## src/rtl/lc3_ctrl_seq.sv

```systemverilog
// lc3_ctrl_seq: multi-cycle control sequencer for the LC3 core.
// Walks each instruction through fetch, decode, execute, optional data-memory
// phases, writeback and PC update, and resolves branch-taken for the PC mux.
// Optional build macro: LC3_CTRL_TIMEOUT_EN adds a memory-handshake timeout
// that aborts a stuck access and raises a sticky ctrl_err flag.
module lc3_ctrl_seq #(
    parameter int unsigned TIMEOUT_CYCLES = 255
) (
    input  logic        clk,
    input  logic        rst,
    input  logic [15:0] ir,
    input  logic [2:0]  psr,
    input  logic        complete_instr,
    input  logic        complete_data,
    output logic        enable_fetch,
    output logic        enable_decode,
    output logic        enable_execute,
    output logic        enable_writeback,
    output logic        enable_updatePC,
    output logic        br_taken,
    output logic [1:0]  mem_state,
    output logic        ctrl_err
);

    typedef enum logic [2:0] {
        S_FETCH     = 3'd0,
        S_DECODE    = 3'd1,
        S_EXECUTE   = 3'd2,
        S_MEM_IND   = 3'd3,
        S_MEM_RD    = 3'd4,
        S_MEM_WR    = 3'd5,
        S_WRITEBACK = 3'd6,
        S_UPDATE_PC = 3'd7
    } state_t;

    localparam logic [3:0] OP_BR  = 4'b0000;
    localparam logic [3:0] OP_ADD = 4'b0001;
    localparam logic [3:0] OP_LD  = 4'b0010;
    localparam logic [3:0] OP_ST  = 4'b0011;
    localparam logic [3:0] OP_AND = 4'b0101;
    localparam logic [3:0] OP_LDR = 4'b0110;
    localparam logic [3:0] OP_STR = 4'b0111;
    localparam logic [3:0] OP_NOT = 4'b1001;
    localparam logic [3:0] OP_LDI = 4'b1010;
    localparam logic [3:0] OP_STI = 4'b1011;
    localparam logic [3:0] OP_JMP = 4'b1100;
    localparam logic [3:0] OP_LEA = 4'b1110;

    state_t     state_q, state_d;
    logic       br_taken_q, br_taken_d;
    logic       tmo_hit;
    logic [3:0] opcode;

    assign opcode = ir[15:12];

    // Operand fields below the BR mask never influence sequencing.
    logic unused_bits;
    assign unused_bits = ^{ir[8:0], TIMEOUT_CYCLES[0]};

`ifdef LC3_CTRL_TIMEOUT_EN
    localparam int CW = (TIMEOUT_CYCLES > 255) ? $clog2(TIMEOUT_CYCLES + 1) : 8;

    logic [CW-1:0] tmo_cnt_q, tmo_cnt_d;
    logic          ctrl_err_q, ctrl_err_d;
    logic          in_mem;

    // Timeout fires on the last allowed wait cycle when the strobe is still absent.
    always_comb begin
        in_mem  = (state_q == S_MEM_IND) || (state_q == S_MEM_RD) || (state_q == S_MEM_WR);
        tmo_hit = in_mem && !complete_data && (tmo_cnt_q == CW'(TIMEOUT_CYCLES - 1));
    end

    // Wait counter restarts on every state change; error flag is sticky.
    always_comb begin
        tmo_cnt_d  = '0;
        ctrl_err_d = ctrl_err_q | tmo_hit;
        if (in_mem && (state_d == state_q)) begin
            tmo_cnt_d = tmo_cnt_q + 1'b1;
        end
    end

    // Timeout counter and sticky error register.
    always_ff @(posedge clk) begin
        if (rst) begin
            tmo_cnt_q  <= '0;
            ctrl_err_q <= 1'b0;
        end else begin
            tmo_cnt_q  <= tmo_cnt_d;
            ctrl_err_q <= ctrl_err_d;
        end
    end

    assign ctrl_err = ctrl_err_q & ~rst;
`else
    assign tmo_hit  = 1'b0;
    assign ctrl_err = 1'b0;
`endif

    // Next-state and branch-resolution logic.
    always_comb begin
        state_d    = state_q;
        br_taken_d = br_taken_q;
        case (state_q)
            S_FETCH: begin
                if (complete_instr) begin
                    state_d = S_DECODE;
                end
            end
            S_DECODE: begin
                state_d = S_EXECUTE;
            end
            S_EXECUTE: begin
                br_taken_d = 1'b0;
                case (opcode)
                    OP_ADD, OP_AND, OP_NOT, OP_LEA: state_d = S_WRITEBACK;
                    OP_LD, OP_LDR:                  state_d = S_MEM_RD;
                    OP_ST, OP_STR:                  state_d = S_MEM_WR;
                    OP_LDI, OP_STI:                 state_d = S_MEM_IND;
                    OP_BR: begin
                        state_d    = S_UPDATE_PC;
                        br_taken_d = |(ir[11:9] & psr);
                    end
                    OP_JMP: begin
                        state_d    = S_UPDATE_PC;
                        br_taken_d = 1'b1;
                    end
                    default: state_d = S_UPDATE_PC;
                endcase
            end
            S_MEM_IND: begin
                if (complete_data) begin
                    state_d = (opcode == OP_LDI) ? S_MEM_RD : S_MEM_WR;
                end else if (tmo_hit) begin
                    state_d    = S_UPDATE_PC;
                    br_taken_d = 1'b0;
                end
            end
            S_MEM_RD: begin
                if (complete_data) begin
                    state_d = S_WRITEBACK;
                end else if (tmo_hit) begin
                    state_d    = S_UPDATE_PC;
                    br_taken_d = 1'b0;
                end
            end
            S_MEM_WR: begin
                if (complete_data || tmo_hit) begin
                    state_d = S_UPDATE_PC;
                end
                if (tmo_hit) begin
                    br_taken_d = 1'b0;
                end
            end
            S_WRITEBACK: begin
                state_d = S_UPDATE_PC;
            end
            S_UPDATE_PC: begin
                state_d    = S_FETCH;
                br_taken_d = 1'b0;
            end
            default: begin
                state_d    = S_FETCH;
                br_taken_d = 1'b0;
            end
        endcase
    end

    // State and branch-taken registers.
    always_ff @(posedge clk) begin
        if (rst) begin
            state_q    <= S_FETCH;
            br_taken_q <= 1'b0;
        end else begin
            state_q    <= state_d;
            br_taken_q <= br_taken_d;
        end
    end

    // Moore output decode; reset forces everything quiet.
    always_comb begin
        enable_fetch     = 1'b0;
        enable_decode    = 1'b0;
        enable_execute   = 1'b0;
        enable_writeback = 1'b0;
        enable_updatePC  = 1'b0;
        mem_state        = 2'd3;
        br_taken         = br_taken_q & ~rst;
        if (!rst) begin
            case (state_q)
                S_FETCH:     enable_fetch     = 1'b1;
                S_DECODE:    enable_decode    = 1'b1;
                S_EXECUTE:   enable_execute   = 1'b1;
                S_MEM_IND:   mem_state        = 2'd2;
                S_MEM_RD:    mem_state        = 2'd0;
                S_MEM_WR:    mem_state        = 2'd1;
                S_WRITEBACK: enable_writeback = 1'b1;
                S_UPDATE_PC: enable_updatePC  = 1'b1;
                default:     mem_state        = 2'd3;
            endcase
        end
    end

endmodule
```

## config.mk

```make
export PLATFORM = sky130hd
export DESIGN_NAME = lc3_ctrl_seq
export DESIGN_NICKNAME = d
export VERILOG_FILES = /design/src/rtl/lc3_ctrl_seq.sv
export SDC_FILE = /design/constraint.sdc
export NUM_CORES = 1
export LEC_CHECK = 0
export BUFFER_PORTS_ARGS = -buffer_cell sky130_fd_sc_hd__clkbuf_2
export CAP_MARGIN = 20
export CORE_AREA = 3 3 40 42
export CTS_CLUSTER_DIAMETER = 80
export CTS_CLUSTER_SIZE = 14
export DETAILED_ROUTE_END_ITERATION = 16
export DIE_AREA = 0 0 43 45
export PLACE_DENSITY = 0.7
export REMOVE_ABC_BUFFERS = 1
export SETUP_SLACK_MARGIN = 0.1
export SLEW_MARGIN = 15
export SYNTH_ARGS = -nofsm -noshare
export SYNTH_HDL_FRONTEND = slang
export SYNTH_SLANG_ARGS = --single-unit
```

## constraint.sdc

```tcl
create_clock -name clk -period 2.7 [get_ports clk]
set_input_delay 0.54 -clock clk [delete_from_list [all_inputs] [get_ports clk]]
set_output_delay 0.54 -clock clk [all_outputs]
set_load 0.02 [all_outputs]
```

==> results of run 1 <==
sequential cells by signal, summed over array words and instances (netlist names):
signal	flops
state_q	3
br_taken_q	1
worst min-delay path, stage by stage (launching register included):
cell,delay [ns]
dfxtp_1,0.29
nor2b_1,0.16
a32o_1,0.14
power groups by stage:
stage,combinational (mW),sequential (mW),clock (mW)
CTS,0.129,0.0943,0.0786
floorplan,0.0826,0.0975,0
global placement,0.126,0.0943,0
detailed placement,0.129,0.0954,0
global route,0.145,0.0989,0.0823
finish,0.128,0.0944,0.0751
final cells by class:
cell class,instances,area [um2]
Sequential cell,4,80.1
Inverter,1,3.75
Fill cell,144,709
Clock buffer,3,22.5
Tap cell,15,18.8
Multi-Input combinational cell,46,338
Timing Repair Buffer,22,113
path summary, 6_finish.rpt:
kind                                              start  slack [ns]                       to  cells after the start
worst max-delay path            state_q[1]$_SDFFE_PP0P_        0.71         enable_writeback                      3
worst min-delay path            br_taken_q$_SDFFE_PP0P_        0.63  br_taken_q$_SDFFE_PP0P_                      2
worst max register to register  state_q[0]$_SDFFE_PP0P_        1.46  br_taken_q$_SDFFE_PP0P_                      3
worst min register to register  br_taken_q$_SDFFE_PP0P_        0.63  br_taken_q$_SDFFE_PP0P_                      2
logic make-up after synthesis:
logic type	Yosys count	synth area share (%)
flip-flops	4	16.9
buffers and inverters	7	11.6
other	1	0.793
AND/OR/NAND/NOR	30	43.9
AO/OA/AOI/OAI	15	26.7
cell usage in the layout, fill, tap and decap left out, types with 2 or more instances in the layout:
cell type	synthesis	final
a211oi_2	2	2
clkbuf_2	0	21
clkbuf_4	0	3
dfxtp_1	4	4
nand2b_1	4	4
nand3b_1	2	2
nor2_1	3	3
nor2b_1	4	4
nor3_1	2	2
o211ai_1	2	2
o21ai_1	2	2
or3b_1	2	2
per-stage QoR:
| step | cell area (um2) | hold slack [ns] |
|---|---|---|
| 3_3_place_gp | 553 | 0.607 |
| 4_1_cts | 576 | 0.638 |
| 3_5_place_dp | 553 | 0.632 |
| 5_1_grt | 576 | 0.643 |
| 6_report | 576 | 0.629 |
| 2_1_floorplan | 422 | 0.606 |
layer usage:
layer	vias up	global-route usage, %
met3	0	2.79
met5	-	0
met2	19	17.4
met4	0	7.23
li1	252	-
met1	205	14.2
==> flow_summary.toml, run 1 <==
[power_and_ir_drop]
fin_total_pwr_mw = 0.297
ir_drop_v = 0.000170
intPower_mw = 0.177
switchingPower_mw = 0.120
seq_power_share_pct = 31.7
power.share.clock_pct = 25.2
leakagePower_nw = 0.243
p_sw_share_pct = 40.5
comb_power_share_pct = 43.0
powerDensity_nw_per_um2 = 517

[logic_synthesis]
synth_edf_count = 0
synth_common_cells = "4 x dfxtp_1, 4 x nand2b_1, 4 x nor2b_1"
async_reset_ff_share_pct = 0
synth-seq-area-share_pct = 16.9
synth_seq_cells = 4
synth_area_um2 = 473
synth_top_area_share_pct = 16.9
postSynthCellCount = 57
synth_ff_type = "dfxtp_1"
yosysTopAreaCell = "dfxtp_1"
ys_top_cells_by_area = "dfxtp_1 17%, buf_6 7.1%, a211oi_2 5.3%"
yosysWarnings = 0
avgSynthCellArea_um2 = 8.30
netlist-cell-type-count = 37

[route]
wl_met2_um = 430
wire_per_inst_um = 11.0
route.vias.total = 476
post-route-drc-count = 0
via_per_inst = 5.23
drt_wl_total_um = 998
highest_layer = "met3"
first_pass_iters = 3
met1_length_um = 488
ant_nets = 0
drtIter0Drc = 6
wl_met3_um = 78

[setup_path]
crit_type = "flip-flop to output pin"
cp-start-kind = "flip-flop"
cp_num_buf_inv = 1
worstPathRequired_ns = 2.16
cp_max_fo = 16
critPathTopFamily = "flip-flops"
crit_path_top_delay_cell = "dfxtp_1"
cp.arrival_ns = 1.45
endpoint_kind = "output pin"
max_stage_delay_ns = 0.61
path_cells = "nand2b_1 -> nor3b_1 -> clkbuf_2"

[clocking]
ctsResizeCount = 0
post-cts-setup-buffer-count = 0
path_clk_slew_ns = 0.04
insertion_delay_ns = 0.24
clock_sinks = 4
root_buffer = "clkbuf_4"
cts_tree = "yes"
max-clock-path-buffers = 2
postCtsHoldBufs = 0
htreeDepth = 1
numCtsBuffers = 3

[place]
gp_congestion = 0.682
place.detailed.hpwl_um = 752
placed_cells = 88
numPortBuffers = 21
dp_slack_ns = 0.893

[sta]
finalSetupViolCount = 0
timing.final.crit_share_pct = 73.5
fin_ws_ns = 0.715
finClkSkew_ns = 0.00358
fin_crit_ns = 1.99
hold_viol = 0
tns_ns = 0
max_freq_mhz = 504
slew_viol_final = 0
grt_setup_unrepaired = "false"

[floorplan]
core_area_um2 = 1280
dieArea_um2 = 1940
initial_core_util_pct = 36.8
die_h_um = 45
die_w_um = 43
num_io_pins = 32
row_count = 13

[grt]
grt_remaining_overflow = 0
grt_use_total_pct = 11.3
first_global_vias = 431
grt_max_degree = 21
antenna_found_initial = 0
grt_pass1_wl_um = 1680

[run_status]
status = "finished, final reports clean"

[final_layout]
area_growth_pct = 21.7
drive_gt1_share_pct = 40.8
final_nets = 101
diodes = 0
stdcell_count = 91
post-route-util_pct = 44.8

[job]
cap_violations = 0

[hold_path]
hold_class = "flip-flop to flip-flop"
Power figures use the tool's default switching activity.
==> run 2, diff against run 1 <==
--- a/config.mk
+++ b/config.mk
@@ -7,12 +7,12 @@
 export LEC_CHECK = 0
 export BUFFER_PORTS_ARGS = -buffer_cell sky130_fd_sc_hd__clkbuf_2
 export CAP_MARGIN = 20
-export CORE_AREA = 3 3 40 42
+export CORE_MARGIN = 3
+export CORE_UTILIZATION = 35
 export CTS_CLUSTER_DIAMETER = 80
 export CTS_CLUSTER_SIZE = 14
 export DETAILED_ROUTE_END_ITERATION = 16
-export DIE_AREA = 0 0 43 45
-export PLACE_DENSITY = 0.7
+export PLACE_DENSITY = 0.72
 export REMOVE_ABC_BUFFERS = 1
 export SETUP_SLACK_MARGIN = 0.1
 export SLEW_MARGIN = 15
==> constraint.sdc (replaced) <==
create_clock -name clk -period 1.7 [get_ports clk]
set_input_delay 0.34 -clock clk [delete_from_list [all_inputs] [get_ports clk]]
set_output_delay 0.34 -clock clk [all_outputs]
set_load 0.02 [all_outputs]
==> flow_summary.toml, run 2 (synthesis results as in run 1) <==
[sta]
slew_viol_final = 0
timing.final.crit_share_pct = 94.9
hold_viol = 0
max_freq_mhz = 620
finClkSkew_ns = 0.00566
grt_setup_unrepaired = "true"
fin_crit_ns = 1.61
tns_ns = 0
finalSetupViolCount = 0

[setup_path]
cp-start-kind = "flip-flop"
cp_max_fo = 7
crit_path_top_delay_cell = "or3b_1"
path_cells = "or3b_1 -> a21o_1 -> clkbuf_8"
max_stage_delay_ns = 0.38
worstPathRequired_ns = 1.36
endpoint_kind = "output pin"
crit_type = "flip-flop to output pin"
critPathTopFamily = "simple AND/OR/NAND/NOR gates"
cp_num_buf_inv = 1
cp.arrival_ns = 1.27

[floorplan]
initial_core_util_pct = 39.9
num_io_pins = 32
die_h_um = 42.8
row_count = 12
dieArea_um2 = 1830
core_area_um2 = 1190
die_w_um = 42.8

[power_and_ir_drop]
seq_power_share_pct = 23.5
intPower_mw = 0.357
power.share.clock_pct = 20.7
fin_total_pwr_mw = 0.574
ir_drop_v = 0.000274
powerDensity_nw_per_um2 = 841
leakagePower_nw = 0.304
switchingPower_mw = 0.216
p_sw_share_pct = 37.7
comb_power_share_pct = 55.8

[final_layout]
final_common_cell = "clkbuf_2"
largest_reg_flops = 3
top_regs = "state_q (3), br_taken_q (1)"
stdcell_count = 99
fillers = 115
final_nets = 110
top_register = "state_q"
diodes = 0
drive_gt1_share_pct = 52.9
final_cell_mix = "18 x clkbuf_2, 9 x buf_4, 4 x nor2b_1, 4 x nand2b_1"
area_growth_pct = 44.2
post-route-util_pct = 57.5

[clocking]
max-clock-path-buffers = 2
postCtsHoldBufs = 0
htreeDepth = 1
root_buffer = "clkbuf_4"
numCtsBuffers = 3
insertion_delay_ns = 0.24
cts_tree = "yes"
clock_sinks = 4
path_clk_slew_ns = 0.04

[grt]
grt_max_degree = 16
grt_use_total_pct = 13.5
grt_pass1_wl_um = 1950
first_global_vias = 469
antenna_found_initial = 0
grt_remaining_overflow = 0

[route]
first_pass_iters = 4
wire_per_inst_um = 12.0
route.vias.total = 540
drtIter0Drc = 7
ant_nets = 0
via_per_inst = 5.45
post-route-drc-count = 0
drt_wl_total_um = 1190

[job]
cap_violations = 0

[place]
gp_congestion = 0.771
place.detailed.hpwl_um = 828
placed_cells = 89
numPortBuffers = 21

[hold_path]
hold_class = "primary input to flip-flop"

[run_status]
status = "finished, final reports clean"
run 2: cell types whose count changed in the layout (fill, tap and decap cells not counted), moves of 2 or more:
cell	delta
dfxtp_1	-3
buf_4	+8
clkbuf_2	-3
dfxtp_4	+2
run 2: worst reg2reg max path, cell delays in order (launching register included):
cell,delay [ns]
dfxtp_2,0.34
buf_4,0.17
o41ai_1,0.48
a221oi_2,0.12
run 2: final timing paths:
check	endpoint	cells after the start	slack (ns)	from
hold / removal	state_q[1]$_SDFFE_PP0P_	2	0.45	rst
setup reg to reg	state_q[1]$_SDFFE_PP0P_	3	0.45	state_q[0]$_SDFFE_PP0P_
setup / recovery	mem_state[0]	3	0.09	state_q[0]$_SDFFE_PP0P_
hold reg to reg	br_taken_q$_SDFFE_PP0P_	2	0.61	br_taken_q$_SDFFE_PP0P_
run 2: per-stage QoR:
stage          hold slack, ns  setup WS [ns]  cell area [um2]
2_1_floorplan           0.406         0.0760              422
3_3_place_gp            0.594          0.304              567
3_5_place_dp            0.596          0.257              567
4_1_cts                 0.422         0.0819              618
5_1_grt                 0.465         0.0304              682
6_report                0.446         0.0875              682
run 2: power groups by stage:
| stage | Combinational [mW] | Clock (mW) | Sequential [mW] |
|---|---|---|---|
| 6_report | 0.320 | 0.119 | 0.135 |
| 3_3_place_gp | 0.235 | 0 | 0.130 |
| 5_1_grt | 0.348 | 0.130 | 0.138 |
| 3_5_place_dp | 0.241 | 0 | 0.132 |
| 2_1_floorplan | 0.131 | 0 | 0.155 |
| 4_1_cts | 0.260 | 0.124 | 0.132 |
run 2: layer usage:
metal | vias up | track usage (%) | share of wire, % | wire [um]
met3 | 2 | 1.27 | 5.1 | 60
li1 | 273 | - | - | -
met1 | 244 | 15.3 | 42 | 497
met4 | 0 | 9.32 | 1.4 | 17
met5 | - | 0 | 0 | 0
met2 | 21 | 23.4 | 52 | 611
run 2: timing repair:
action	4_1_cts	5_1_grt
pin swaps	1	1
buffers inserted	1	6
setup endpoints to repair	3	3
gates resized for setup	8	7
run 2: cell type report:
class / count / area [um2] / area share [%]
well taps: 14 / 17.5 / 2.57
clock buffers: 3 / 22.5 / 3.30
flip-flops and latches: 4 / 88.8 / 13.0
multi-input cells: 46 / 347 / 50.8
inverters: 1 / 3.75 / 0.550
repair buffers: 31 / 203 / 29.7
==> run 3, diff against run 2 <==
--- a/config.mk
+++ b/config.mk
@@ -5,14 +5,15 @@
 export SDC_FILE = /design/constraint.sdc
 export NUM_CORES = 1
 export LEC_CHECK = 0
+export ABC_AREA = 1
 export BUFFER_PORTS_ARGS = -buffer_cell sky130_fd_sc_hd__clkbuf_2
 export CAP_MARGIN = 20
-export CORE_MARGIN = 3
-export CORE_UTILIZATION = 35
+export CORE_AREA = 3 3 40 42
 export CTS_CLUSTER_DIAMETER = 80
 export CTS_CLUSTER_SIZE = 14
 export DETAILED_ROUTE_END_ITERATION = 16
-export PLACE_DENSITY = 0.72
+export DIE_AREA = 0 0 43 45
+export PLACE_DENSITY = 0.7
 export REMOVE_ABC_BUFFERS = 1
 export SETUP_SLACK_MARGIN = 0.1
 export SLEW_MARGIN = 15
==> flow_summary.toml, run 3 <==
[setup_path]
critPathTopFamily = "flip-flops"
cp_num_buf_inv = 2
endpoint_kind = "output pin"
reg2reg_slack_ns = 0.56
crit_end = "enable_writeback"
crit_cells = 3
cp.arrival_ns = 1.17
path_cells = "inv_1 -> nor3_1 -> clkbuf_2"
r2r-start = "state_q[2]$_SDFFE_PP0P_"
max_stage_delay_ns = 0.43
worstPathRequired_ns = 1.36
crit_type = "flip-flop to output pin"
cp-start-kind = "flip-flop"
crit_path_top_delay_cell = "dfxtp_2"
reg2regPathDepth = 7
r2r_end = "state_q[0]$_SDFFE_PP0P_"
critPathLaunch = "state_q[2]$_SDFFE_PP0P_"
cp_max_fo = 10

[grt]
antenna_found_initial = 0
grt_remaining_overflow = 0
grt_pass1_wl_um = 1760
grt_use_total_pct = 11.4
first_global_vias = 457
grt_max_degree = 12

[job]
cap_violations = 0

[sta]
fin_hold_ws_ns = 0.395
timing.final.crit_share_pct = 88.7
slew_viol_final = 0
tns_ns = 0
max_freq_mhz = 664
grt_setup_unrepaired = "false"
hold_viol = 0
fin_crit_ns = 1.51
finClkSkew_ns = 0.00131
finalSetupViolCount = 0

[route]
ant_nets = 0
route.vias.total = 549
drt_wl_total_um = 1060
via_per_inst = 4.54
post-route-drc-count = 0
wire_per_inst_um = 8.73
first_pass_iters = 5
drtIter0Drc = 9

[final_layout]
final_cell_mix = "30 x nand2_1, 20 x clkbuf_2, 13 x nor2_1"
final_nets = 131
stdcell_count = 121
multi_input_area_um2 = 293
drive_gt1_share_pct = 31.1
regArea_um2 = 88.8
area_growth_pct = 30.7
largest_reg_flops = 3
top_regs = "state_q (3), br_taken_q (1)"
fillers = 152
final_common_cell = "nand2_1"
top_register = "state_q"
diodes = 0

[logic_synthesis]
yosysMostFrequentCell = "nand2_1"
async_reset_ff_share_pct = 0
yosysTopAreaCell = "nand2_1"
synth_area_um2 = 440
synth-seq-area-share_pct = 18.2
synth_ff_type = "dfxtp_1"
synth_edf_count = 0
ys_top_cells_by_area = "nand2_1 26%, dfxtp_1 18%, nor2_1 11%"
synth_common_cells = "30 x nand2_1, 13 x nor2_1, 11 x inv_1"
yosysWarnings = 0
netlist-cell-type-count = 18
synth_seq_cells = 4
synth_top_area_share_pct = 25.6
avgSynthCellArea_um2 = 5.18
postSynthCellCount = 85

[clocking]
clock_sinks = 4
htreeDepth = 1
max-clock-path-buffers = 2
path_clk_slew_ns = 0.04
cts_tree = "yes"
post-cts-setup-buffer-count = 0
numCtsBuffers = 3
root_buffer = "clkbuf_4"
insertion_delay_ns = 0.23

[place]
gp_congestion = 0.829
placed_cells = 118
numPortBuffers = 21
place.detailed.hpwl_um = 859

[power_and_ir_drop]
ir_drop_v = 0.000652
fin_total_pwr_mw = 0.835
powerDensity_nw_per_um2 = 1450
leakagePower_nw = 0.327

[floorplan]
initial_core_util_pct = 34.3
row_count = 13
die_w_um = 43
die_h_um = 45
core_area_um2 = 1280
dieArea_um2 = 1940
num_io_pins = 32

[run_status]
status = "finished, final reports clean"

[hold_path]
hold_class = "primary input to flip-flop"
[run 3: cell types whose count changed after synthesis, sizes merged, moves of 2 or more]
cell / previous run / this run
a211oi: 2 / 0
a21oi: 1 / 5
buf: 6 / 2
inv: 1 / 12
nand2: 1 / 32
nand2b: 4 / 0
nand3: 0 / 7
nor2: 4 / 15
nor2b: 4 / 0
nor4: 2 / 0
o211ai: 2 / 0
or3b: 2 / 0
[run 3: timing repair]
item / in CTS / in global routing
gates resized for setup: 2 / 5
setup endpoints to repair: 2 / 2
hold endpoints to repair: 0 / 0
hold buffers: 0 / 0
[run 3: cell type report]
| class | instances | area share (%) |
|---|---|---|
| clock buffer | 3 | 3.91 |
| inverter | 12 | 7.83 |
| multi-input combinational | 66 | 50.9 |
| sequential | 4 | 15.4 |
| tap | 15 | 3.26 |
| timing repair buffer | 21 | 18.7 |
[run 3: through the flow]
stage	utilization, %	setup slack, ns	area, um2
2_1_floorplan	-	0.275	418
6_report	44.8	0.193	576
5_1_grt	44.8	0.112	576
3_3_place_gp	42.2	0.329	542
4_1_cts	44.1	0.136	567
3_5_place_dp	42.2	0.316	542
[run 3: per-layer routing]
metal / track usage (%) / wire length [um] / vias to the layer above
li1: - / - / 306
met3: 3.59 / 74 / 0
met4: 1.81 / 0 / 0
met1: 15.2 / 519 / 226
met2: 18.6 / 461 / 17
met5: 0 / 0 / -
[run 3: how the worst min path moves through the flow]
stage,startpoint,cells past startpoint,endpoint
floorplan,rst,1,br_taken_q$_SDFFE_PP0P_
global placement,br_taken_q$_SDFFE_PP0P_,2,br_taken_q$_SDFFE_PP0P_
detailed placement,br_taken_q$_SDFFE_PP0P_,2,br_taken_q$_SDFFE_PP0P_
CTS,complete_data,4,state_q[1]$_SDFFE_PP0P_
global route,complete_data,4,state_q[1]$_SDFFE_PP0P_
finish,complete_data,4,state_q[1]$_SDFFE_PP0P_
[run 3: kinds of logic (layout without fill, tap and decap cells)]
kind of cell / Yosys count / in the layout / share of synthesized area, %
flops: 4 / 4 / 18.2
buf+inv: 15 / 36 / 15.3
simple gates: 58 / 58 / 57.7
compound gates: 7 / 7 / 7.95
other cells: 1 / 1 / 0.851
[run 3: worst reg2reg max path, cell delays in order, from the launching register on]
cell and delay [ns]:
dfxtp_2 0.43, nand2_1 0.10, nand2_1 0.09, nor2_1 0.06, nor2_2 0.13, nand2_1 0.06, nor2_1 0.10, nor2_1 0.05
[run 3: power by group]
group | switching [mW] | internal (mW)
clock | 0.0328 | 0.0785
sequential | 0.0765 | 0.147
combinational | 0.314 | 0.186
total | 0.424 | 0.411
